$ cat src/rtl/spi_slave.sv
// spi_slave
//   SPI bus slave for peripherals sharing a bus with the SPI master. The
//   asynchronous sck, ss_n and mosi pins are oversampled in the clk domain.
//   Transfers are full duplex, MSB first, in any of the four CPOL/CPHA modes.
//   The host side sees a one-deep transmit buffer and a received-byte strobe.
//
// Ports
//   clk, reset   system clock, synchronous active-high reset
//   sck, ss_n    SPI clock and active-low slave select (asynchronous)
//   mosi, miso   serial data in / out (miso is 0 while deselected)
//   cpol, cpha   bus mode, captured when a transfer starts
//   tx_data      next byte to send, written by tx_load when tx_ready=1
//   tx_ready     transmit buffer is empty
//   rx_data      last complete received byte, rx_valid pulses on update
//   underrun     pulses when a byte starts with the transmit buffer empty
//   selected     slave select is active and a transfer is in progress
module spi_slave #(
   parameter int WIDTH       = 8,
   parameter int SYNC_STAGES = 2
) (
   input  logic             clk,
   input  logic             reset,
   input  logic             sck,
   input  logic             ss_n,
   input  logic             mosi,
   output logic             miso,
   input  logic             cpol,
   input  logic             cpha,
   input  logic [WIDTH-1:0] tx_data,
   input  logic             tx_load,
   output logic             tx_ready,
   output logic [WIDTH-1:0] rx_data,
   output logic             rx_valid,
   output logic             underrun,
   output logic             selected
);

   localparam int CW = $clog2(WIDTH + 1);

   typedef enum logic {IDLE, SHIFT} state_t;

   state_t                 state;
   logic [SYNC_STAGES-1:0] sck_sync;
   logic [SYNC_STAGES-1:0] ss_sync;
   logic [SYNC_STAGES-1:0] mosi_sync;
   logic                   sck_d;
   logic                   ss_d;
   logic                   sck_s;
   logic                   ss_s;
   logic                   mosi_s;
   logic                   sck_rise;
   logic                   sck_fall;
   logic                   ss_rise;
   logic                   ss_fall;
   logic                   sample_edge;
   logic                   shift_edge;
   logic                   cpol_q;
   logic                   cpha_q;
   logic [CW-1:0]          count;
   logic [WIDTH-1:0]       rx_sr;
   logic [WIDTH-1:0]       tx_sr;
   logic [WIDTH-1:0]       tx_buf;
   logic [WIDTH-1:0]       next_word;
   logic                   byte_done;
   logic                   start;
   logic                   reload;
   logic                   xfer;
   logic                   load_ok;

   // Synchronizer chains plus one delayed copy of sck and ss_n for edge
   // detection. Everything resets to 0 so that an ss_n held low through
   // reset never looks like a falling edge: the master must deselect first.
   always_ff @(posedge clk) begin
      if (reset) begin
         sck_sync  <= '0;
         ss_sync   <= '0;
         mosi_sync <= '0;
         sck_d     <= 1'b0;
         ss_d      <= 1'b0;
      end else begin
         sck_sync  <= {sck_sync[SYNC_STAGES-2:0], sck};
         ss_sync   <= {ss_sync[SYNC_STAGES-2:0], ss_n};
         mosi_sync <= {mosi_sync[SYNC_STAGES-2:0], mosi};
         sck_d     <= sck_sync[SYNC_STAGES-1];
         ss_d      <= ss_sync[SYNC_STAGES-1];
      end
   end

   assign sck_s    = sck_sync[SYNC_STAGES-1];
   assign ss_s     = ss_sync[SYNC_STAGES-1];
   assign mosi_s   = mosi_sync[SYNC_STAGES-1];
   assign sck_rise = sck_s & ~sck_d;
   assign sck_fall = ~sck_s & sck_d;
   assign ss_rise  = ss_s & ~ss_d;
   assign ss_fall  = ~ss_s & ss_d;

   // Modes 0 and 3 sample on the rising sck edge, modes 1 and 2 on the
   // falling edge; the other edge moves miso.
   assign sample_edge = (cpol_q == cpha_q) ? sck_rise : sck_fall;
   assign shift_edge  = (cpol_q == cpha_q) ? sck_fall : sck_rise;

   // A byte boundary (transfer start or back-to-back reload) moves the
   // buffer into the shift register; an empty buffer sends all ones.
   assign byte_done = (count == CW'(WIDTH));
   assign start     = (state == IDLE) & ss_fall;
   assign reload    = (state == SHIFT) & ~ss_rise & byte_done;
   assign xfer      = start | reload;
   assign load_ok   = tx_load & tx_ready;
   assign next_word = tx_ready ? {WIDTH{1'b1}} : tx_buf;
   assign selected  = (state == SHIFT) & ~ss_s;

   // Main FSM with the transmit buffer and registered host outputs.
   // A shift edge while the bit count is zero leaves the MSB on miso: in
   // CPHA=1 that is the leading edge of a byte, in CPHA=0 it is the trailing
   // edge of the previous byte arriving after the reload.
   always_ff @(posedge clk) begin
      if (reset) begin
         state    <= IDLE;
         cpol_q   <= 1'b0;
         cpha_q   <= 1'b0;
         count    <= '0;
         rx_sr    <= '0;
         tx_sr    <= '0;
         tx_buf   <= '0;
         tx_ready <= 1'b1;
         miso     <= 1'b0;
         rx_data  <= '0;
         rx_valid <= 1'b0;
         underrun <= 1'b0;
      end else begin
         rx_valid <= 1'b0;
         underrun <= 1'b0;

         if (load_ok) begin
            tx_buf   <= tx_data;
            tx_ready <= 1'b0;
         end else if (xfer) begin
            tx_ready <= 1'b1;
         end

         if (xfer) begin
            tx_sr    <= next_word;
            miso     <= next_word[WIDTH-1];
            underrun <= tx_ready;
            count    <= '0;
         end

         case (state)
            IDLE: begin
               if (ss_fall) begin
                  state  <= SHIFT;
                  cpol_q <= cpol;
                  cpha_q <= cpha;
               end
            end
            SHIFT: begin
               if (ss_rise) begin
                  state <= IDLE;
                  miso  <= 1'b0;
                  count <= '0;
                  if (byte_done) begin
                     rx_data  <= rx_sr;
                     rx_valid <= 1'b1;
                  end
               end else if (byte_done) begin
                  rx_data  <= rx_sr;
                  rx_valid <= 1'b1;
               end else if (sample_edge) begin
                  rx_sr <= {rx_sr[WIDTH-2:0], mosi_s};
                  count <= count + CW'(1);
               end else if (shift_edge && count != '0) begin
                  tx_sr <= {tx_sr[WIDTH-2:0], 1'b0};
                  miso  <= tx_sr[WIDTH-2];
               end
            end
            default: state <= IDLE;
         endcase
      end
   end

endmodule

$ cat config.mk
export PLATFORM = sky130hd
export DESIGN_NAME = spi_slave
export DESIGN_NICKNAME = d
export VERILOG_FILES = /design/src/rtl/spi_slave.sv
export SDC_FILE = /design/constraint.sdc
export NUM_CORES = 1
export LEC_CHECK = 0
export ABC_AREA = 1
export CAP_MARGIN = 20
export CORE_MARGIN = 1.5
export CORE_UTILIZATION = 55
export DETAILED_ROUTE_END_ITERATION = 16
export DONT_BUFFER_PORTS = 1
export GPL_ROUTABILITY_DRIVEN = 0
export PLACE_DENSITY = 0.76
export SYNTH_ARGS = -nofsm -noshare
export SYNTH_HDL_FRONTEND = slang
export SYNTH_SLANG_ARGS = --single-unit
$ cat constraint.sdc
create_clock -name clk -period 3.1 [get_ports clk]
set_input_delay 0.31 -clock clk [delete_from_list [all_inputs] [get_ports clk]]
set_output_delay 0.31 -clock clk [all_outputs]
set_load 0.02 [all_outputs]
==> results of run 1 <==
## worst reg2reg max path, stage by stage (launching register included)
cell	delay, ns
dfxtp_1	0.64
nand2_1	0.19
inv_2	0.21
nand4_2	0.31
nand3_1	0.19
nand2_1	0.06
nor2_1	0.10
## power breakdown
part | leakage [nW] | internal (mW) | switching, mW | total, mW
Clock | 0.0452 | 0.159 | 0.208 | 0.367
Sequential | 0.407 | 0.664 | 0.0196 | 0.684
Combinational | 0.479 | 0.0236 | 0.0486 | 0.0722
## through the flow
step / setup slack [ns] / utilization (%) / cells / hold slack (ns) / instance area, sq um
floorplan: 1.66 / - / 287 / 0.379 / 2060
global placement: 1.34 / 57.2 / 326 / 0.382 / 2080
detailed placement: 1.37 / 57.2 / 326 / 0.383 / 2080
CTS: 1.35 / 59.6 / 334 / 0.0561 / 2170
global route: 1.14 / 59.6 / 334 / 0.0412 / 2170
finish: 1.33 / 59.6 / 334 / 0.0647 / 2170
## flip-flops by register name, summed over array words and instances, names as in the netlist
| register | flops |
|---|---|
| rx_data | 8 |
| rx_sr | 8 |
| tx_buf | 8 |
| tx_sr | 7 |
| count | 4 |
| mosi_sync | 2 |
| sck_sync | 2 |
| ss_sync | 2 |
| cpha_q | 1 |
| cpol_q | 1 |
| miso | 1 |
| rx_valid | 1 |
| sck_d | 1 |
| ss_d | 1 |
| state | 1 |
| tx_ready | 1 |
| underrun | 1 |
## worst paths after layout
path	startpoint	endpoint	slack [ns]	depth (start not counted)
setup / recovery	state	tx_sr[4]	1.33	6
hold reg to reg	ss_sync[0]	ss_sync[1]	0.41	2
setup reg to reg	state	tx_sr[4]	1.33	6
hold / removal	reset	rx_data[1]	0.06	1
## logic make-up after synthesis
group	count (synthesis)	share of synthesized area, %
flops	50	48.5
buf+inv	36	7.09
simple gates	152	31.5
xor+xnor	1	0.424
compound gates	46	11.3
fa+ha+maj	2	1.21
## per-layer routing
layer,vias up,track usage (%),share of wire (%)
met3,4,5.46,3.1
met1,758,23.8,47
met5,-,0,0
li1,917,-,-
met2,32,35.5,48
met4,0,7.18,1.4
## layout by cell type (no fill, tap or decap), drive strengths merged
| master | netlist | layout |
|---|---|---|
| a21oi | 25 | 25 |
| a31oi | 1 | 1 |
| clkbuf | 5 | 6 |
| clkinv | 1 | 3 |
| dfxtp | 50 | 50 |
| ha | 2 | 2 |
| inv | 26 | 26 |
| nand2 | 71 | 71 |
| nand3 | 36 | 36 |
| nand4 | 2 | 2 |
| nor2 | 41 | 41 |
| nor3 | 2 | 2 |
| o21ai | 19 | 19 |
| o21bai | 1 | 1 |
| xor2 | 1 | 1 |
## layout make-up
cell class	instances	area, sq um
Clock buffer	6	72.6
Clock inverter	2	13.8
Fill cell	382	1470
Inverter	27	101
Multi-Input combinational cell	201	917
Sequential cell	50	1000
Tap cell	48	60.1
==> summary.md, run 1 <==
| Metric | Value |
|---|---|
| Clock Path Buffers | 2 |
| Most common cell on crit path | nand2_1 |
| Initial drt markers | roughly 120 |
| Reg clk slew, reported paths | about 0.09 ns |
| Antenna Nets Post-Route | 0 |
| Final Hold Fails | 0 |
| Yosys warning total | 0 |
| CTS Root Cell | clkbuf_8 |
| First-pass GRT wire length | 6600 microns |
| CTS sink cnt | 50 |
| Worst Path Arrival | ~2.0 ns |
| Wire per inst | between 10 and 15 microns |
| Residual DRC count | 0 |
| Area Growth Syn to Fin | 4.91% |
| Final period util | a little under three fifths |
| Share of layout cells above drive strength 1 | under 10% |
| Ports | 29 |
| Synth top area cells | dfxtp_1 (48%), nand2_1 (13%), nand3_1 (8.2%), nor2_1 (7.5%), a21oi_1 (6.1%) |
| First-pass detailed-route iteration total | 4 |
| Via count of the first global-routing pass | 1524 |
| Nets@finish | between 300 and 400 |
| Initial antenna violation count | 0 |
| Slew margin rel. | between 60 and 70% |
| Yosys cell types | 22 |
| Max-Cap Viols | 0 |
| Buf/Inv on CP | 1 |
| Post-Synthesis Cell Area | 0.00206 sq mm |
| Worst min-delay path category | in2reg |
| Clock buffer count from CTS | 5 |
| Crit path kind | reg2reg |
| Mapped Nets | between 300 and 400 |
| Most frequent cells after synthesis | nand2_1 (69), dfxtp_1 (50), nor2_1 (41), nand3_1 (34), a21oi_1 (25) |
| Maximum operating frequency | 565 MHz |
| Total power | around 1.1 mW |
| Initial core utilization | between 50% and 60% |
| Routed vias | between 1500 and 2000 |
| Mapped Cells | between 200 and 300 |
| Pin count of the biggest net entering global routing | 33 |
| Max incr delay on CP | between 0.6 and 0.7 ns |
| Post-CTS Hold Fix Bufs | 0 |
| Maximum vdd drop | approximately 0.00033 V |
| Total GRT Usage | between 20% and 30% |
| Synth Register Bits | 50 |
| Top cell type by total area after synthesis | dfxtp_1 |
| Crit path max-delay family | simple AND/OR/NAND/NOR gates |
| Worst Setup End Kind | flip-flop |
| Slew @ Worst Pin | around 0.52 ns |
| Fin. max-slew vios | 0 |
| Required time worst endpoint | roughly 3.3 ns |
| Count leader, synth | nand2_1 |
| Run status | complete, no violations |
| Detail Placement HPWL | around 2600 microns |
| Top_reg_cell synth | dfxtp_1 |
| Clk Latency, worst-skew pair | around 0.3 ns |
| P_leak | roughly 0.93 nW |
| Core box area | about 0.0036 sq mm |
| Mean post-synth cell area | just over 7 sq um |
| N_diodes | 0 |
| H-tree levels | 2 |
| Die X | around 64 microns |
| Grt total ovfl | 0 |
| Post-CTS Setup Bufs | 0 |
| Share of the synthesized area in the top cell type | approximately half |
| Cell breakdown of the critical path | nand2_1 > inv_2 > nand4_2 > nand3_1 > nand2_1 > nor2_1 |
| Sum Neg Setup Slack | 0 ns |
| Max FO, Critical Path | 14 |
| Tmin final | 1.77 ns |
| Layout Skew | between 0.009 and 0.01 ns |
| Setup crit start kind | flip-flop |
| Final Setup Violations | 0 |
| DR vias/cell | slightly above 5 |
| Die Span Y | between 60 and 70 microns |
| Total Routed Length | 3820 microns |
| Power per cell area | 519 mW/mm^2 |
| Seq/Total Area, Yosys | about half |
| DIE AREA | approximately 0.0041 sq mm |
| CTS tree | yes |
| RSZ-0062 raised after global routing | no |
| I/O Buffers | 0 |
| EDFF count, synth | 0 |
| Async SR Flop Fraction | 0% |
| CTS-repair resized insts | 0 |
| CP max stage cell | dfxtp_1 |
| Cell row count | 22 |
Power figures use the tool's default switching activity.
==> inputs of run 2 (changes only) <==
--- a/config.mk
+++ b/config.mk
@@ -12,7 +12,7 @@
 export DETAILED_ROUTE_END_ITERATION = 16
 export DONT_BUFFER_PORTS = 1
 export GPL_ROUTABILITY_DRIVEN = 0
-export PLACE_DENSITY = 0.76
+export PLACE_DENSITY = 0.79
 export SYNTH_ARGS = -nofsm -noshare
 export SYNTH_HDL_FRONTEND = slang
 export SYNTH_SLANG_ARGS = --single-unit
==> constraint.sdc (replaced) <==
create_clock -name clk -period 1.4 [get_ports clk]
set_input_delay 0.14 -clock clk [delete_from_list [all_inputs] [get_ports clk]]
set_output_delay 0.14 -clock clk [all_outputs]
set_load 0.02 [all_outputs]
==> run 2 against run 1 <==
  * The run now ends with negative hold slack left
  * First-iteration DRC count rose by 32%
  * Cell count rose by 7.5%
  * Routed wire length rose by 19%
  * Clock-buffer cell count did not move
  * Combinational power rose to 3.4 times the previous value
  * Maximum frequency rose by 27%
  * Clock power rose by 120%
  * Register-to-register slack got worse by 1.3 ns
  * Power rose by 130%
  * Non-clock buffer count rose by 24
  * Die area did not move
  * Worst setup slack got worse by 1.3 ns
  * Highest routed layer unchanged
==> summary.md, run 2 (synthesized netlist as in run 1, its figures left out) <==
| Metric | Value |
|---|---|
| Run status | finished, violations left |
| Failing checks | negative hold slack |
| Final critical-path setup slack | 0.0112 ns |
| Sum Neg Setup Slack | 0 ns |
| Total GRT Usage | between 20% and 30% |
| Pin count of the biggest net entering global routing | 33 |
| Number of fillers in the final layout | 310 |
| Core Util, Final | around two thirds |
| Cell row count | 22 |
| Cell breakdown of the critical path | inv_2 > ha_4 > nand3_4 > nand2_4 > nand2_8 > buf_12 > nand2_1 > nand3_1 > nand2_1 > nor2_1 |
| Clock buffer count from CTS | 5 |
| Die X | 64.3 microns |
| Min-delay src | reset |
| Clock Path Buffers | 2 |
| Wire per inst | 12.6 microns |
| First-pass detailed-route iteration total | 4 |
| Power per cell area | approximately 1000 mW/mm^2 |
| N_diodes | 0 |
| Slew margin rel. | between 60 and 70% |
| DIE AREA | 0.00413 sq mm |
| Grt total ovfl | 0 |
| Ports | 29 |
| Most common cell after layout, fill and taps aside | nand2_1 |
| Core box area | roughly 0.0036 sq mm |
| CP max stage cell | dfxtp_2 |
| Place WS | -0.0898 ns |
| Reg clk slew, reported paths | 0.09 ns |
| Final Setup Violations | 0 |
| Worst Hold Path EP | count[0] |
| Layout Skew | roughly 0.0072 ns |
| Initial antenna violation count | 0 |
| Via count of the first global-routing pass | about 1900 |
| Crit path max-delay family | simple AND/OR/NAND/NOR gates |
| Nets@finish | 329 |
| Maximum vdd drop | roughly 0.00063 V |
| First-pass GRT wire length | between 7000 and 8000 microns |
| Crit path kind | reg2reg |
| Max FO, Critical Path | 7 |
| DR vias/cell | about 5.3 |
| Slew @ Worst Pin | ~0.47 ns |
| Commonest non-fill, non-tap cells in the layout | nand2_1 (62), dfxtp_1 (44), nor2_1 (41) |
| Post-CTS Hold Fix Bufs | 8 |
| Hold WS | -0.115 ns |
| Worst Setup End Kind | flip-flop |
| Routed vias | roughly 1900 |
| R2r setup slk | between 0.01 and 0.015 ns |
| Initial core utilization | between 50% and 60% |
| Initial drt markers | around 160 |
| Max incr delay on CP | 0.33 ns |
| Die Span Y | 64.3 microns |
| H-tree levels | 2 |
| I/O Buffers | 0 |
| CTS tree | yes |
| Total Routed Length | ~4500 microns |
| Worst Path Arrival | roughly 1.6 ns |
| Largest regs | rx_data x8, rx_sr x8, tx_buf x8 |
| FF-to-FF path depth | 10 |
| Terminus of the critical flop-to-flop path | tx_sr[2] |
| RSZ-0062 raised after global routing | yes |
| Final Hold Fails | 23 |
| Area Growth Syn to Fin | 20.4% |
| Most common cell on crit path | nand2_1 |
| Max-Cap Viols | 0 |
| Detail Placement HPWL | roughly 2800 microns |
| Fin. max-slew vios | 0 |
| CTS Root Cell | clkbuf_8 |
| Worst min-delay path category | in2reg |
| Antenna Nets Post-Route | 0 |
| Number of cells on the worst hold path | 1 |
| Buf/Inv on CP | 2 |
| Tmin final | 1.39 ns |
| P_leak | ~1.1 nW |
| Clk Latency, worst-skew pair | around 0.3 ns |
| Share of layout cells above drive strength 1 | 17.4% |
| Final period util | about 99% |
| CTS sink cnt | 50 |
| RR Startpoint | count[1] |
| Setup crit start kind | flip-flop |
| Residual DRC count | 0 |
| Maximum operating frequency | 720 MHz |
| Required time worst endpoint | 1.60 ns |
==> run 2: changes by cell type in the layout (fill, tap and decap cells not counted), moves of 2 or more <==
cell and delta:
nand2_2 +6, nand3_1 -3, o21ai_0 -5, dfxtp_2 +6, o21ai_1 +5, buf_4 +14, nand2_1 -7, dlygate4sd3_1 +8
inv_1 -2, nand3_2 +2, dfxtp_1 -6
==> run 2: worst max path at each step <==
stage,cells past startpoint,endpoint,slack [ns],start
4_1_cts,10,tx_sr[4],0.002,ss_d
2_1_floorplan,10,tx_sr[4],0.01,count[0]
6_report,10,tx_sr[2],0.01,count[1]
3_5_place_dp,10,tx_sr[5],-0.09,count[0]
3_3_place_gp,10,tx_sr[5],-0.04,count[0]
5_1_grt,9,rx_sr[2],-0.09,cpha_q
==> run 2: cell type report <==
cell class	instances	area, sq um	area share [%]
clock inverter	1	7.51	0.302
timing repair buffer	24	216	8.71
multi-input combinational	202	1000	40.4
clock buffer	6	72.6	2.92
timing repair inverter	1	5.00	0.201
tap	48	60.1	2.42
sequential	50	1010	40.6
inverter	27	111	4.48
==> run 2: worst reg2reg max path, cell delays in order, from the launching register on <==
cell,delay [ns]
dfxtp_2,0.33
inv_2,0.06
ha_4,0.15
nand3_4,0.13
nand2_4,0.14
nand2_8,0.09
buf_12,0.15
nand2_1,0.05
nand3_1,0.07
nand2_1,0.06
nor2_1,0.05
==> run 2: metal layers <==
| metal | wire [microns] | global-route usage [%] |
|---|---|---|
| met3 | 250 | 5.28 |
| met2 | 2240 | 42.3 |
| met1 | 1940 | 29.3 |
| met5 | 0 | 0 |
| met4 | 110 | 9.84 |
==> run 2: report_power, final <==
group | internal [mW] | total [mW] | switching [mW] | leakage, nW
sequential | 1.47 | 1.51 | 0.0352 | 0.410
clock | 0.343 | 0.798 | 0.455 | 0.0373
combinational | 0.0980 | 0.246 | 0.148 | 0.636
==> run 2: repair_timing <==
action,CTS,global route
hold endpoints to repair,31,23
pin swaps,2,4
setup endpoints to repair,19,25
setup buffers,3,0
gates resized for setup,7,28
gates cloned,2,0
==> run 2: metrics by stage <==
step	instance area (sq um)	hold slack [ns]	std cells	power [mW]
finish	2480	-0.115	359	2.55
global route	2480	-0.133	359	2.68
CTS	2420	-0.112	359	2.54
detailed placement	2180	0.213	339	1.73
global placement	2180	0.212	339	1.72
floorplan	2070	0.209	287	1.69
==> inputs of run 3 (changes only) <==
--- a/config.mk
+++ b/config.mk
@@ -12,7 +12,9 @@
 export DETAILED_ROUTE_END_ITERATION = 16
 export DONT_BUFFER_PORTS = 1
 export GPL_ROUTABILITY_DRIVEN = 0
-export PLACE_DENSITY = 0.79
+export GPL_TIMING_DRIVEN = 0
+export PLACE_DENSITY = 0.76
+export SKIP_CTS_REPAIR_TIMING = 1
 export SYNTH_ARGS = -nofsm -noshare
 export SYNTH_HDL_FRONTEND = slang
 export SYNTH_SLANG_ARGS = --single-unit
==> constraint.sdc (replaced) <==
create_clock -name clk -period 1.3 [get_ports clk]
set_input_delay 0.13 -clock clk [delete_from_list [all_inputs] [get_ports clk]]
set_output_delay 0.13 -clock clk [all_outputs]
set_load 0.02 [all_outputs]
==> run 3 against run 2 <==
  * Utilization rose by 5.1 points
  * The run ends with negative hold slack, negative setup slack left
  * Critical path type unchanged
  * Die area is the same
  * First-iteration DRC count increased by 2.5%
  * Flip-flop and latch count unchanged
  * Clock skew decreased by 0.0038 ns
  * Sequential share of layout area fell by 2.6 points
  * Cell count increased by 1.1%
  * Non-clock buffer count is 4 higher
  * Largest power group unchanged
  * Maximum frequency shrank 2.1%
  * Critical endpoint is now count[1]
==> summary.md, run 3 (synthesized netlist as in run 1, its figures left out) <==
| Metric | Value |
|---|---|
| Maximum operating frequency | slightly above 700 MHz |
| Grt total ovfl | 0 |
| Buf/Inv on CP | 2 |
| Via count of the first global-routing pass | between 1500 and 2000 |
| Terminus of the critical flop-to-flop path | count[1] |
| Run status | finished, violations left |
| CTS sink cnt | 50 |
| DR vias/cell | about 5.4 |
| Slew margin rel. | around 60% |
| Detail Placement HPWL | between 2000 and 3000 microns |
| Setup crit start kind | flip-flop |
| Worst Hold Path EP | tx_buf[5] |
| Failing checks | negative hold slack, negative setup slack |
| Clock buffer count from CTS | 5 |
| Wire per inst | 13.7 microns |
| Total GRT Usage | 21.5% |
| CP startpoint | count[0] |
| Clock Path Buffers | 2 |
| Min-delay src | tx_data[5] |
| R2r setup slk | -0.12 ns |
| Final critical-path setup slack | -0.119 ns |
| P_leak | 1.11 nW |
| I/O Buffers | 0 |
| Initial drt markers | about 170 |
| Hold WS | -0.00877 ns |
| Maximum vdd drop | 0.000615 V |
| Initial antenna violation count | 0 |
| Required time worst endpoint | between 1.5 and 2 ns |
| Routed vias | about 2000 |
| Most common cell after layout, fill and taps aside | nand2_1 |
| Initial core utilization | between 50% and 60% |
| Crit path max-delay family | simple AND/OR/NAND/NOR gates |
| Final Setup Violations | 27 |
| Ports | 29 |
| Total Routed Length | 4960 microns |
| Crit path kind | reg2reg |
| First-pass detailed-route iteration total | 4 |
| Number of cells on the worst hold path | 2 |
| Residual DRC count | 0 |
| Reg clk slew, reported paths | approximately 0.090 ns |
| Pin count of the biggest net entering global routing | 15 |
| Fin. max-slew vios | 0 |
| FF-to-FF path depth | 10 |
| Final period util | 109% |
| First-pass GRT wire length | about 7000 microns |
| DIE AREA | 0.00413 sq mm |
| Layout Skew | 0.00345 ns |
| Die Span Y | ~64 microns |
| Power per cell area | around 1100 mW/mm^2 |
| Antenna Nets Post-Route | 0 |
| Max-Cap Viols | 0 |
| RSZ-0062 raised after global routing | yes |
| Total power | between 2 and 3 mW |
| Die X | roughly 64 microns |
| Cell breakdown of the critical path | inv_4 > ha_4 > nand3_4 > nand2_4 > buf_4 > nand2_4 > nand2_1 > nand2_1 > nand3_2 > a21oi_2 |
| Worst min-delay path category | in2reg |
| Worst Setup End Kind | flip-flop |
| Share of layout cells above drive strength 1 | around a quarter |
| Max incr delay on CP | roughly 0.4 ns |
| Max FO, Critical Path | 6 |
| RR Startpoint | count[0] |
| Sum Neg Setup Slack | -1.77 ns |
| Worst Path Arrival | 1.65 ns |
| CTS tree | yes |
| Clk Latency, worst-skew pair | roughly 0.3 ns |
| Nets@finish | about 330 |
| CTS Root Cell | clkbuf_8 |
| Commonest non-fill, non-tap cells in the layout | nand2_1 (55), dfxtp_1 (43), nor2_1 (40) |
| Slew @ Worst Pin | 0.607 ns |
| Largest regs | rx_data x8, rx_sr x8, tx_buf x8 |
| Tmin final | around 1.4 ns |
| Area Growth Syn to Fin | 29.3% |
| Cell row count | 22 |
| CP max stage cell | dfxtp_4 |
| H-tree levels | 2 |
| Final Hold Fails | 5 |
| Core box area | between 0.003 and 0.004 sq mm |
| N_diodes | 0 |
| Place WS | -0.248 ns |
run 3: cell count changes in the layout (fill, tap and decap cells not counted), sizes merged:
cell | previous run | this run
clkbuf | 6 | 12
buf | 16 | 15
clkinv | 1 | 0
dlygate4sd3 | 8 | 7
nand2 | 72 | 73
run 3: power breakdown:
group / total (mW) / switching (mW) / internal (mW)
registers: 1.62 / 0.0408 / 1.58
logic: 0.309 / 0.188 / 0.121
clock network: 0.874 / 0.504 / 0.370
total: 2.80 / 0.733 / 2.07
run 3: final cells by class:
cell class,count,area (sq um)
multi-input combinational,203,1140
sequential,50,1010
fill,294,965
timing repair buffer,19,198
inverter,27,118
clock buffer,6,72.6
tap,48,60.1
buffer,9,56.3
clock inverter,1,7.51
run 3: routing by layer:
| metal | share of wire (%) | track usage, % | vias up |
|---|---|---|---|
| met5 | 0 | 0 | - |
| met4 | 1.9 | 7.98 | 0 |
| met3 | 3.6 | 4.75 | 10 |
| met2 | 53 | 38.2 | 50 |
| met1 | 42 | 25.2 | 910 |
| li1 | - | - | 982 |
run 3: worst max path at each step:
stage / slack (ns) / to / cells after the start
global placement: -0.21 / rx_data[7] / 7
floorplan: 0.001 / tx_sr[1] / 10
detailed placement: -0.25 / rx_data[4] / 7
global route: -0.19 / count[1] / 10
CTS: -0.27 / rx_data[4] / 7
finish: -0.12 / count[1] / 10
run 3: worst register-to-register path: cells and delay by family (launching register included):
family | cells | cell delay [ns]
compound gates | 1 | 0.12
buf+inv | 2 | 0.20
simple gates | 6 | 0.48
fa+ha+maj | 1 | 0.17
flops | 1 | 0.40
run 3: stage by stage:
stage | instance area (sq um) | util, % | cells | hold slack (ns)
finish | 2670 | 73.5 | 363 | -0.00877
global route | 2670 | 73.5 | 363 | -0.00129
CTS | 2220 | 61.2 | 342 | -0.121
detailed placement | 2140 | 59.0 | 335 | 0.204
global placement | 2140 | 59.0 | 335 | 0.202
floorplan | 2080 | - | 287 | 0.199
